===== src/rtl/reg_file_multiport_pkg.sv =====
// ---------------------------------------------------------------------------
// reg_file_multiport_pkg
//   Shared definitions for the multi-port register file slice.
//   - DATA_WIDTH / ADDR_WIDTH / DEPTH : default geometry (32 x 32-bit)
//   - reg_index_t                     : register index at the default width
//   - read_src_t                      : which source a read port returns
//   - read_mux()                      : zero / bypass / storage priority
// ---------------------------------------------------------------------------
package reg_file_multiport_pkg;

  localparam int DATA_WIDTH = 32;
  localparam int ADDR_WIDTH = 5;
  localparam int DEPTH      = 2 ** ADDR_WIDTH;

  typedef logic [ADDR_WIDTH-1:0] reg_index_t;

  typedef enum logic [1:0] {
    SRC_ZERO   = 2'd0,
    SRC_WRITE1 = 2'd1,
    SRC_WRITE2 = 2'd2,
    SRC_STORE  = 2'd3
  } read_src_t;

  // The priority is expressed as a source select rather than a data mux so
  // the same function serves any DATA_WIDTH the top is built with.
  function automatic read_src_t read_mux(input logic zero_hit,
                                         input logic wr1_hit,
                                         input logic wr2_hit);
    read_src_t src;
    if (zero_hit)      src = SRC_ZERO;
    else if (wr1_hit)  src = SRC_WRITE1;
    else if (wr2_hit)  src = SRC_WRITE2;
    else               src = SRC_STORE;
    return src;
  endfunction

endpackage


===== src/rtl/reg_file_multiport_if.sv =====
// ---------------------------------------------------------------------------
// reg_file_multiport_if
//   Bundles the read, write, reserve and status signals of the register file.
//   master : decode / write-back side (drives indices, writes, reserves)
//   slave  : the register file (drives read values, busy bits, collision)
// ---------------------------------------------------------------------------
interface reg_file_multiport_if #(
  parameter int DATA_WIDTH = reg_file_multiport_pkg::DATA_WIDTH,
  parameter int ADDR_WIDTH = reg_file_multiport_pkg::ADDR_WIDTH
);
  import reg_file_multiport_pkg::*;

  localparam int DEPTH = 2 ** ADDR_WIDTH;

  logic [ADDR_WIDTH-1:0] read_index1;
  logic [DATA_WIDTH-1:0] read_value1;
  logic [ADDR_WIDTH-1:0] read_index2;
  logic [DATA_WIDTH-1:0] read_value2;
  logic                  write1;
  logic [ADDR_WIDTH-1:0] write_index1;
  logic [DATA_WIDTH-1:0] write_data1;
  logic                  write2;
  logic [ADDR_WIDTH-1:0] write_index2;
  logic [DATA_WIDTH-1:0] write_data2;
  logic                  reserve;
  logic [ADDR_WIDTH-1:0] reserve_index;
  logic                  busy1;
  logic                  busy2;
  logic [DEPTH-1:0]      busy_mask;
  logic                  collision;

  modport master (
    output read_index1, read_index2,
    output write1, write_index1, write_data1,
    output write2, write_index2, write_data2,
    output reserve, reserve_index,
    input  read_value1, read_value2,
    input  busy1, busy2, busy_mask, collision
  );

  modport slave (
    input  read_index1, read_index2,
    input  write1, write_index1, write_data1,
    input  write2, write_index2, write_data2,
    input  reserve, reserve_index,
    output read_value1, read_value2,
    output busy1, busy2, busy_mask, collision
  );

endinterface


===== src/rtl/reg_file_multiport_reg_scoreboard.sv =====
// ---------------------------------------------------------------------------
// reg_scoreboard
//   Per-register busy bits. A reserve marks a register as awaiting a
//   producer, a write from either port retires it.
//   clock          : state updates on the falling edge
//   clear          : asynchronous, active-high; clears every busy bit
//   reserve/_index : mark one register busy
//   write1/2, write_index1/2 : write-back ports that retire busy registers
//   busy_mask      : current busy bit of every register
// ---------------------------------------------------------------------------
module reg_scoreboard #(
  parameter int DEPTH    = reg_file_multiport_pkg::DEPTH,
  parameter int ZERO_REG = 1
) (
  input  logic                     clock,
  input  logic                     clear,
  input  logic                     reserve,
  input  logic [$clog2(DEPTH)-1:0] reserve_index,
  input  logic                     write1,
  input  logic [$clog2(DEPTH)-1:0] write_index1,
  input  logic                     write2,
  input  logic [$clog2(DEPTH)-1:0] write_index2,
  output logic [DEPTH-1:0]         busy_mask
);
  import reg_file_multiport_pkg::*;

  localparam int AW = $clog2(DEPTH);

  logic [DEPTH-1:0] busy_q;
  logic [DEPTH-1:0] busy_d;

  // The reserve is applied after the write-back so that a new producer
  // claiming a register in the same cycle its old producer retires wins.
  // With a hardwired zero register, index 0 can never become busy.
  always_comb begin
    busy_d = busy_q;
    for (int i = 0; i < DEPTH; i++) begin
      if ((write1 && (write_index1 == AW'(i))) ||
          (write2 && (write_index2 == AW'(i)))) begin
        busy_d[i] = 1'b0;
      end
      if (reserve && (reserve_index == AW'(i))) begin
        busy_d[i] = 1'b1;
      end
    end
    if (ZERO_REG != 0) begin
      busy_d[0] = 1'b0;
    end
  end

  always_ff @(negedge clock or posedge clear) begin
    if (clear) begin
      busy_q <= '0;
    end else begin
      busy_q <= busy_d;
    end
  end

  assign busy_mask = busy_q;

endmodule


===== src/rtl/reg_file_multiport.sv =====
// ---------------------------------------------------------------------------
// reg_file_multiport
//   Register file with two combinational read ports, two prioritised write
//   ports (port 1 wins), optional hardwired zero register, optional
//   write-to-read bypass, a busy scoreboard and a sticky collision flag.
//   clock : all state updates on the falling edge
//   clear : asynchronous, active-high reset of registers, busy bits, collision
//   bus   : slave side of reg_file_multiport_if (reads, writes, reserve,
//           busy1/busy2/busy_mask, collision)
// ---------------------------------------------------------------------------
module reg_file_multiport #(
  parameter int DATA_WIDTH = reg_file_multiport_pkg::DATA_WIDTH,
  parameter int ADDR_WIDTH = reg_file_multiport_pkg::ADDR_WIDTH,
  parameter int ZERO_REG   = 1,
  parameter int BYPASS     = 1
) (
  input  logic                 clock,
  input  logic                 clear,
  reg_file_multiport_if.slave  bus
);
  import reg_file_multiport_pkg::*;

  localparam int DEPTH = 2 ** ADDR_WIDTH;

  logic [DATA_WIDTH-1:0] regs_q [DEPTH];
  logic [DATA_WIDTH-1:0] regs_d [DEPTH];
  logic                  collision_q;
  logic                  collision_d;
  logic [DEPTH-1:0]      busy_mask;
  logic                  bypass_en;
  logic                  drop_write1;
  logic                  drop_write2;
  read_src_t             src1;
  read_src_t             src2;

  function automatic logic [DATA_WIDTH-1:0] pick(input read_src_t             src,
                                                 input logic [DATA_WIDTH-1:0] stored,
                                                 input logic [DATA_WIDTH-1:0] wd1,
                                                 input logic [DATA_WIDTH-1:0] wd2);
    logic [DATA_WIDTH-1:0] value;
    case (src)
      SRC_ZERO:   value = '0;
      SRC_WRITE1: value = wd1;
      SRC_WRITE2: value = wd2;
      default:    value = stored;
    endcase
    return value;
  endfunction

  // While clear is held the pending writes are going to be discarded, so
  // forwarding them would show data that never lands in the file.
  assign bypass_en   = (BYPASS != 0) && !clear;
  assign drop_write1 = (ZERO_REG != 0) && (bus.write_index1 == '0);
  assign drop_write2 = (ZERO_REG != 0) && (bus.write_index2 == '0);

  // Port 2 is applied before port 1 so a shared index ends up with port 1's
  // data; index 0 is never written when it is hardwired.
  always_comb begin
    regs_d = regs_q;
    if (bus.write2 && !drop_write2) begin
      regs_d[bus.write_index2] = bus.write_data2;
    end
    if (bus.write1 && !drop_write1) begin
      regs_d[bus.write_index1] = bus.write_data1;
    end
  end

  // The collision is flagged even on index 0, because it reports a
  // write-back conflict regardless of whether the data is kept.
  always_comb begin
    collision_d = collision_q;
    if (bus.write1 && bus.write2 && (bus.write_index1 == bus.write_index2)) begin
      collision_d = 1'b1;
    end
  end

  always_ff @(negedge clock or posedge clear) begin
    if (clear) begin
      regs_q      <= '{default: '0};
      collision_q <= 1'b0;
    end else begin
      regs_q      <= regs_d;
      collision_q <= collision_d;
    end
  end

  // Each read port resolves its source first, then selects the data.
  always_comb begin
    src1 = read_mux((ZERO_REG != 0) && (bus.read_index1 == '0),
                    bypass_en && bus.write1 && (bus.read_index1 == bus.write_index1),
                    bypass_en && bus.write2 && (bus.read_index1 == bus.write_index2));
    src2 = read_mux((ZERO_REG != 0) && (bus.read_index2 == '0),
                    bypass_en && bus.write1 && (bus.read_index2 == bus.write_index1),
                    bypass_en && bus.write2 && (bus.read_index2 == bus.write_index2));
    bus.read_value1 = pick(src1, regs_q[bus.read_index1], bus.write_data1, bus.write_data2);
    bus.read_value2 = pick(src2, regs_q[bus.read_index2], bus.write_data1, bus.write_data2);
  end

  reg_scoreboard #(
    .DEPTH    (DEPTH),
    .ZERO_REG (ZERO_REG)
  ) u_scoreboard (
    .clock         (clock),
    .clear         (clear),
    .reserve       (bus.reserve),
    .reserve_index (bus.reserve_index),
    .write1        (bus.write1),
    .write_index1  (bus.write_index1),
    .write2        (bus.write2),
    .write_index2  (bus.write_index2),
    .busy_mask     (busy_mask)
  );

  // Busy bits reflect the registered scoreboard only; a write-back in the
  // current cycle does not clear them until the edge.
  assign bus.busy_mask = busy_mask;
  assign bus.busy1     = busy_mask[bus.read_index1];
  assign bus.busy2     = busy_mask[bus.read_index2];
  assign bus.collision = collision_q;

endmodule


===== src/flat_wrapper.sv =====
// flat-port wrapper written by rule: the top's interface ports become plain ports
module reg_file_multiport_flat import reg_file_multiport_pkg::*;
#(
  parameter int DATA_WIDTH = reg_file_multiport_pkg::DATA_WIDTH,
  parameter int ADDR_WIDTH = reg_file_multiport_pkg::ADDR_WIDTH,
  parameter int ZERO_REG   = 1,
  parameter int BYPASS     = 1
)
  (clock, clear, bus_read_index1, bus_read_index2, bus_write1, bus_write_index1, bus_write_data1, bus_write2, bus_write_index2, bus_write_data2, bus_reserve, bus_reserve_index, bus_read_value1, bus_read_value2, bus_busy1, bus_busy2, bus_busy_mask, bus_collision);
  reg_file_multiport_if #(.DATA_WIDTH(DATA_WIDTH), .ADDR_WIDTH(ADDR_WIDTH)) bus_i ();
  input  logic clock;
  input  logic clear;
  input wire logic [$bits(bus_i.read_index1)-1:0] bus_read_index1;
  input wire logic [$bits(bus_i.read_index2)-1:0] bus_read_index2;
  input wire logic [$bits(bus_i.write1)-1:0] bus_write1;
  input wire logic [$bits(bus_i.write_index1)-1:0] bus_write_index1;
  input wire logic [$bits(bus_i.write_data1)-1:0] bus_write_data1;
  input wire logic [$bits(bus_i.write2)-1:0] bus_write2;
  input wire logic [$bits(bus_i.write_index2)-1:0] bus_write_index2;
  input wire logic [$bits(bus_i.write_data2)-1:0] bus_write_data2;
  input wire logic [$bits(bus_i.reserve)-1:0] bus_reserve;
  input wire logic [$bits(bus_i.reserve_index)-1:0] bus_reserve_index;
  output wire logic [$bits(bus_i.read_value1)-1:0] bus_read_value1;
  output wire logic [$bits(bus_i.read_value2)-1:0] bus_read_value2;
  output wire logic [$bits(bus_i.busy1)-1:0] bus_busy1;
  output wire logic [$bits(bus_i.busy2)-1:0] bus_busy2;
  output wire logic [$bits(bus_i.busy_mask)-1:0] bus_busy_mask;
  output wire logic [$bits(bus_i.collision)-1:0] bus_collision;
  assign bus_i.read_index1 = bus_read_index1;
  assign bus_i.read_index2 = bus_read_index2;
  assign bus_i.write1 = bus_write1;
  assign bus_i.write_index1 = bus_write_index1;
  assign bus_i.write_data1 = bus_write_data1;
  assign bus_i.write2 = bus_write2;
  assign bus_i.write_index2 = bus_write_index2;
  assign bus_i.write_data2 = bus_write_data2;
  assign bus_i.reserve = bus_reserve;
  assign bus_i.reserve_index = bus_reserve_index;
  assign bus_read_value1 = bus_i.read_value1;
  assign bus_read_value2 = bus_i.read_value2;
  assign bus_busy1 = bus_i.busy1;
  assign bus_busy2 = bus_i.busy2;
  assign bus_busy_mask = bus_i.busy_mask;
  assign bus_collision = bus_i.collision;
  reg_file_multiport #(.DATA_WIDTH(DATA_WIDTH), .ADDR_WIDTH(ADDR_WIDTH), .ZERO_REG(ZERO_REG), .BYPASS(BYPASS)) u_core (.clock(clock), .clear(clear), .bus(bus_i));
endmodule

===== config.mk =====
export PLATFORM = sky130hd
export DESIGN_NAME = reg_file_multiport_flat
export DESIGN_NICKNAME = d
export VERILOG_FILES = /design/src/rtl/reg_file_multiport_pkg.sv /design/src/rtl/reg_file_multiport_if.sv /design/src/rtl/reg_file_multiport_reg_scoreboard.sv /design/src/rtl/reg_file_multiport.sv /design/src/flat_wrapper.sv
export SDC_FILE = /design/constraint.sdc
export NUM_CORES = 2
export LEC_CHECK = 0
export CAP_MARGIN = 20
export CORE_MARGIN = 8
export CORE_UTILIZATION = 50
export CTS_CLUSTER_SIZE = 20
export DETAILED_ROUTE_END_ITERATION = 16
export PLACE_DENSITY = 0.67
export SLEW_MARGIN = 20
export SYNTH_ARGS = -nofsm -noshare
export SYNTH_HDL_FRONTEND = slang
export SYNTH_SLANG_ARGS = --single-unit

===== constraint.sdc =====
create_clock -name clock -period 81.8 [get_ports clock]
set_clock_uncertainty 0.15 [all_clocks]
set_input_delay 24.54 -clock clock [delete_from_list [all_inputs] [get_ports clock]]
set_output_delay 24.54 -clock clock [all_outputs]
set_load 0.005 [all_outputs]

==> flow_results.xml <==
<?xml version="1.0" encoding="UTF-8"?>
<metrics>
  <group name="run_status">
    <metric name="result_of_the_run" unit="">complete, no violations</metric>
  </group>
  <group name="placement">
    <metric name="buffer_ports.inserted" unit="">191</metric>
    <metric name="dp_hpwl" unit="µm">144000</metric>
    <metric name="place_ws" unit="ns">11.56</metric>
    <metric name="place_congestion" unit="">0.872</metric>
  </group>
  <group name="timing">
    <metric name="maxSlewViolCount" unit="">0</metric>
    <metric name="relSlewSlack" unit="">0.151</metric>
    <metric name="setup_failing_eps_final" unit="">0</metric>
    <metric name="report.final.hold_viol_count" unit="">0</metric>
    <metric name="worst_slack" unit="ns">12.35</metric>
    <metric name="setup-tns-final" unit="ns">0</metric>
    <metric name="grt_setup_unrepaired" unit="">no</metric>
    <metric name="tightest_slew" unit="ns">1.27</metric>
  </group>
  <group name="clocking">
    <metric name="clock_insertion_delay_at_the_later_pin_of_the_skew_report" unit="ns">0.67</metric>
    <metric name="clkTransAtPathRegs" unit="ns">0.04</metric>
    <metric name="cts.repair.resized" unit="">0</metric>
    <metric name="tritoncts_num_sinks" unit="">1056</metric>
    <metric name="cts_setup_buffers" unit="">0</metric>
    <metric name="clockRootBuffer" unit="">sky130_fd_sc_hd__clkbuf_16</metric>
    <metric name="ctsHoldBuffers" unit="">0</metric>
    <metric name="max-clock-path-buffers" unit="">3</metric>
    <metric name="cts_htree_levels" unit="">3</metric>
    <metric name="cts_inserted_buffers" unit="">120</metric>
    <metric name="clock_tree_from_tritoncts" unit="">yes</metric>
  </group>
  <group name="setup_path">
    <metric name="cp_slowest_stage_delay" unit="ns">0.89</metric>
    <metric name="critical_path_rt" unit="ns">41.49</metric>
    <metric name="path_class" unit="">in -&gt; async</metric>
    <metric name="critical_path_arrival" unit="ns">29.14</metric>
    <metric name="critPathTopFamily" unit="">buffers and inverters</metric>
    <metric name="reg2reg_setup_slack" unit="ns">80.75</metric>
    <metric name="critical_path.most_common_cell" unit="">sky130_fd_sc_hd__buf_4</metric>
    <metric name="setup.worst_path.end_class" unit="">asynchronous set/reset pin</metric>
    <metric name="crit-reg2reg-launch" unit="">u_core.regs_q[882]</metric>
    <metric name="worstSetupStartpointType" unit="">input port</metric>
    <metric name="worst-path-buf-inv" unit="">6</metric>
    <metric name="worstPathMaxFanout" unit="">75</metric>
    <metric name="timing.rr.end" unit="">u_core.regs_q[882]</metric>
    <metric name="worstRegToRegCells" unit="">2</metric>
    <metric name="timing.critical_path.slowest_stage_cell" unit="">sky130_fd_sc_hd__buf_4</metric>
    <metric name="crit_cells" unit="">6</metric>
    <metric name="timing.critical_path.from" unit="">clear</metric>
    <metric name="setup.worst_path.end" unit="">u_core.regs_q[118]</metric>
    <metric name="path_cells" unit="">clkdlybuf4s50_1 &gt; clkinvlp_4 &gt; buf_4 &gt; buf_4 &gt; buf_4 &gt; buf_4</metric>
  </group>
  <group name="floorplanning">
    <metric name="fp.dieArea" unit="µm²">145000</metric>
    <metric name="die_height" unit="µm">380</metric>
    <metric name="chipWidth" unit="µm">380</metric>
    <metric name="top_level_ports" unit="">193</metric>
    <metric name="std_cell_rows" unit="">133</metric>
    <metric name="placeableCoreArea" unit="µm²">132000</metric>
    <metric name="start_util" unit="">0.504</metric>
  </group>
  <group name="final_layout">
    <metric name="fillers" unit="">11100</metric>
    <metric name="final_net_count" unit="">5966</metric>
    <metric name="post_route_cells_drive_above_1_share" unit="">0.166</metric>
    <metric name="areaGrowthSynthToFinish" unit="%">9.08</metric>
  </group>
  <group name="global_routing">
    <metric name="first_pass_grt_wire_length" unit="µm">387000</metric>
    <metric name="grt_pass1_vias" unit="">53000</metric>
    <metric name="grt_max_degree" unit="">155</metric>
    <metric name="grt_overflow" unit="">0</metric>
    <metric name="track_usage" unit="">0.362</metric>
    <metric name="initial_antenna_violation_count" unit="">14</metric>
  </group>
  <group name="power_and_ir_drop">
    <metric name="power_switching" unit="W">0.000568</metric>
    <metric name="leakage" unit="nW">31.7</metric>
    <metric name="switching_share" unit="">0.312</metric>
    <metric name="power.clock.fraction" unit="">0.304</metric>
    <metric name="power_frac_comb" unit="">0.263</metric>
    <metric name="worst_ir_drop_vdd" unit="mV">0.0203</metric>
    <metric name="total_power" unit="W">0.00182</metric>
    <metric name="internal_power" unit="W">0.00125</metric>
    <metric name="pwr_density_cell" unit="nW/µm²">25.2</metric>
    <metric name="share_seq_of_total_power" unit="">0.433</metric>
  </group>
  <group name="yosys">
    <metric name="post_synth_num_cell_types" unit="">57</metric>
    <metric name="synthesis.area_per_instance" unit="µm²">10.6</metric>
    <metric name="synth_area" unit="µm²">66300</metric>
    <metric name="ys_ff_latch" unit="">1056</metric>
    <metric name="seq_area_frac_synth" unit="">0.398</metric>
    <metric name="syn_inst" unit="">6258</metric>
    <metric name="ys_async_sr_fraction" unit="">1.00</metric>
    <metric name="synth_enable_flop_cells" unit="">0</metric>
    <metric name="synth_nets" unit="">6352</metric>
    <metric name="yosys_warnings" unit="">0</metric>
    <metric name="dominantRegCellSynth" unit="">sky130_fd_sc_hd__dfrtn_1</metric>
  </group>
  <group name="route">
    <metric name="dr_total_vias" unit="">55500</metric>
    <metric name="detail_route.vias_per_cell" unit="">7.18</metric>
    <metric name="antenna_violating_nets_post_route" unit="">0</metric>
    <metric name="totalWireLength" unit="µm">272000</metric>
    <metric name="drcViolationCount" unit="">0</metric>
    <metric name="drt-pass1-iter-count" unit="">8</metric>
    <metric name="drt_iter0_markers" unit="">9130</metric>
    <metric name="wl_per_cell" unit="µm">35.2</metric>
  </group>
  <group name="hold_path">
    <metric name="hold_path_class" unit="">reg -&gt; reg</metric>
  </group>
  <group name="job">
    <metric name="max_cap_viol_count" unit="">0</metric>
  </group>
</metrics>
-- state kept, by name, indices dropped and copies added, names as in the netlist --
name / count
u_core.regs_q: 1024
u_core.u_scoreboard.busy_mask: 31
u_core.bus.collision: 1
-- synthesized netlist by cell type, types with 7 or more instances --
library cell | instances | area [µm²]
sky130_fd_sc_hd__a21oi_1 | 800 | 4000
sky130_fd_sc_hd__a221o_1 | 32 | 320
sky130_fd_sc_hd__a22oi_1 | 64 | 480
sky130_fd_sc_hd__a32o_1 | 21 | 210
sky130_fd_sc_hd__a32oi_1 | 87 | 762
sky130_fd_sc_hd__and2_1 | 8 | 50.1
sky130_fd_sc_hd__buf_1 | 97 | 364
sky130_fd_sc_hd__buf_2 | 154 | 771
sky130_fd_sc_hd__buf_4 | 37 | 278
sky130_fd_sc_hd__buf_6 | 27 | 304
sky130_fd_sc_hd__clkbuf_1 | 538 | 2020
sky130_fd_sc_hd__dfrtn_1 | 1056 | 26400
sky130_fd_sc_hd__inv_1 | 7 | 26.3
sky130_fd_sc_hd__mux2i_1 | 969 | 9700
sky130_fd_sc_hd__mux4_2 | 530 | 11900
sky130_fd_sc_hd__nand2_1 | 342 | 1280
sky130_fd_sc_hd__nand2_8 | 10 | 200
sky130_fd_sc_hd__nand2b_1 | 10 | 62.6
sky130_fd_sc_hd__nand3_1 | 42 | 210
sky130_fd_sc_hd__nor2_1 | 794 | 2980
sky130_fd_sc_hd__nor2_2 | 15 | 93.8
sky130_fd_sc_hd__nor2b_1 | 9 | 56.3
sky130_fd_sc_hd__nor3_1 | 10 | 50.1
sky130_fd_sc_hd__o2111ai_1 | 32 | 280
sky130_fd_sc_hd__o21ai_0 | 70 | 350
sky130_fd_sc_hd__o21ai_1 | 230 | 1150
sky130_fd_sc_hd__o221ai_1 | 32 | 280
sky130_fd_sc_hd__o22ai_1 | 129 | 807
sky130_fd_sc_hd__or4_1 | 34 | 255
sky130_fd_sc_hd__xnor2_1 | 15 | 131
sky130_fd_sc_hd__xor2_1 | 7 | 61.3
-- logic make-up (layout without fill, tap and decap cells) --
group	Yosys count	count (layout)	share of synthesized area
compound gates	1503	1503	0.131
mux	1503	1503	0.327
simple gates	1308	1308	0.0831
flops	1056	1056	0.398
buf+inv	865	574	0.0576
xor+xnor	22	22	0.00290
other cells	1	12	0.0000565
-- area by class of cell --
class / count / area [µm²] / share of cell area
clock buffers: 181 / 3570 / 0.0494
clock inverters: 36 / 388 / 0.00536
repair buffers: 350 / 3160 / 0.0437
diodes: 11 / 27.5 / 0.000380
flip-flops and latches: 1056 / 26400 / 0.365
well taps: 1755 / 2200 / 0.0303
multi-input cells: 4337 / 36600 / 0.505
inverters: 7 / 30.0 / 0.000415
-- worst register-to-register path: cells and delay by family, from the launching register on --
kind / cells / cell delay (ns)
AOI/OAI and AO/OA: 2 / 0.32
DFF: 1 / 0.36
-- power by group through the flow --
stage | registers (W) | logic, W | clock network (W)
detailed placement | 0.000788 | 0.000469 | 0
global placement | 0.000780 | 0.000456 | 0
finish | 0.000789 | 0.000478 | 0.000554
floorplan | 0.000751 | 0.000354 | 0
CTS | 0.000781 | 0.000470 | 0.000553
global route | 0.000801 | 0.000509 | 0.000574
-- metal layers --
layer / vias to the layer above / global-route usage / part of all wire
met5: - / 0.00826 / 0.00053
met4: 8 / 0.219 / 0.073
met3: 1116 / 0.142 / 0.15
met2: 4799 / 0.513 / 0.42
met1: 27300 / 0.465 / 0.36
li1: 22300 / - / -
-- how the worst min path moves through the flow --
stage	to	start	cells after the start
floorplan	u_core.regs_q[1000]	u_core.regs_q[1000]	1
global placement	u_core.regs_q[1009]	u_core.regs_q[1009]	0
detailed placement	u_core.regs_q[1016]	u_core.regs_q[1016]	0
CTS	u_core.regs_q[1018]	u_core.regs_q[1018]	0
global route	u_core.regs_q[1009]	u_core.regs_q[1009]	0
finish	u_core.regs_q[1016]	u_core.regs_q[1016]	0
-- through the flow --
| step | util | cells | hold WS (ns) | area (µm²) |
|---|---|---|---|---|
| finish | 0.550 | 7733 | 0.191 | 72400 |
| detailed placement | 0.519 | 7502 | 0.191 | 68300 |
| floorplan | - | 6258 | 0.252 | 66300 |
| global placement | 0.519 | 7502 | 0.187 | 68400 |
| global route | 0.550 | 7726 | 0.204 | 72300 |
| CTS | 0.549 | 7719 | 0.193 | 72300 |
-- placed cells by master, fill, tap and decap left out, types with 10 or more instances in the layout --
cell and count:
sky130_fd_sc_hd__a21oi_1 800, sky130_fd_sc_hd__a221o_1 32, sky130_fd_sc_hd__a22oi_1 64, sky130_fd_sc_hd__a32o_1 21
sky130_fd_sc_hd__a32oi_1 87, sky130_fd_sc_hd__buf_4 153, sky130_fd_sc_hd__clkbuf_1 29, sky130_fd_sc_hd__clkbuf_16 122
sky130_fd_sc_hd__clkbuf_8 30, sky130_fd_sc_hd__clkdlybuf4s50_1 177, sky130_fd_sc_hd__clkinv_2 23, sky130_fd_sc_hd__dfrtn_1 1056
sky130_fd_sc_hd__diode_2 11, sky130_fd_sc_hd__mux2i_1 969, sky130_fd_sc_hd__mux4_2 530, sky130_fd_sc_hd__nand2_1 323
sky130_fd_sc_hd__nand2_4 21, sky130_fd_sc_hd__nand2_8 10, sky130_fd_sc_hd__nand3_1 32, sky130_fd_sc_hd__nor2_1 789
sky130_fd_sc_hd__nor2_4 12, sky130_fd_sc_hd__o2111ai_1 32, sky130_fd_sc_hd__o21ai_0 70, sky130_fd_sc_hd__o21ai_1 230
sky130_fd_sc_hd__o221ai_1 32, sky130_fd_sc_hd__o22ai_1 129, sky130_fd_sc_hd__or4_1 33, sky130_fd_sc_hd__xnor2_1 15
Note: power is estimated with default switching activity, not from simulation.
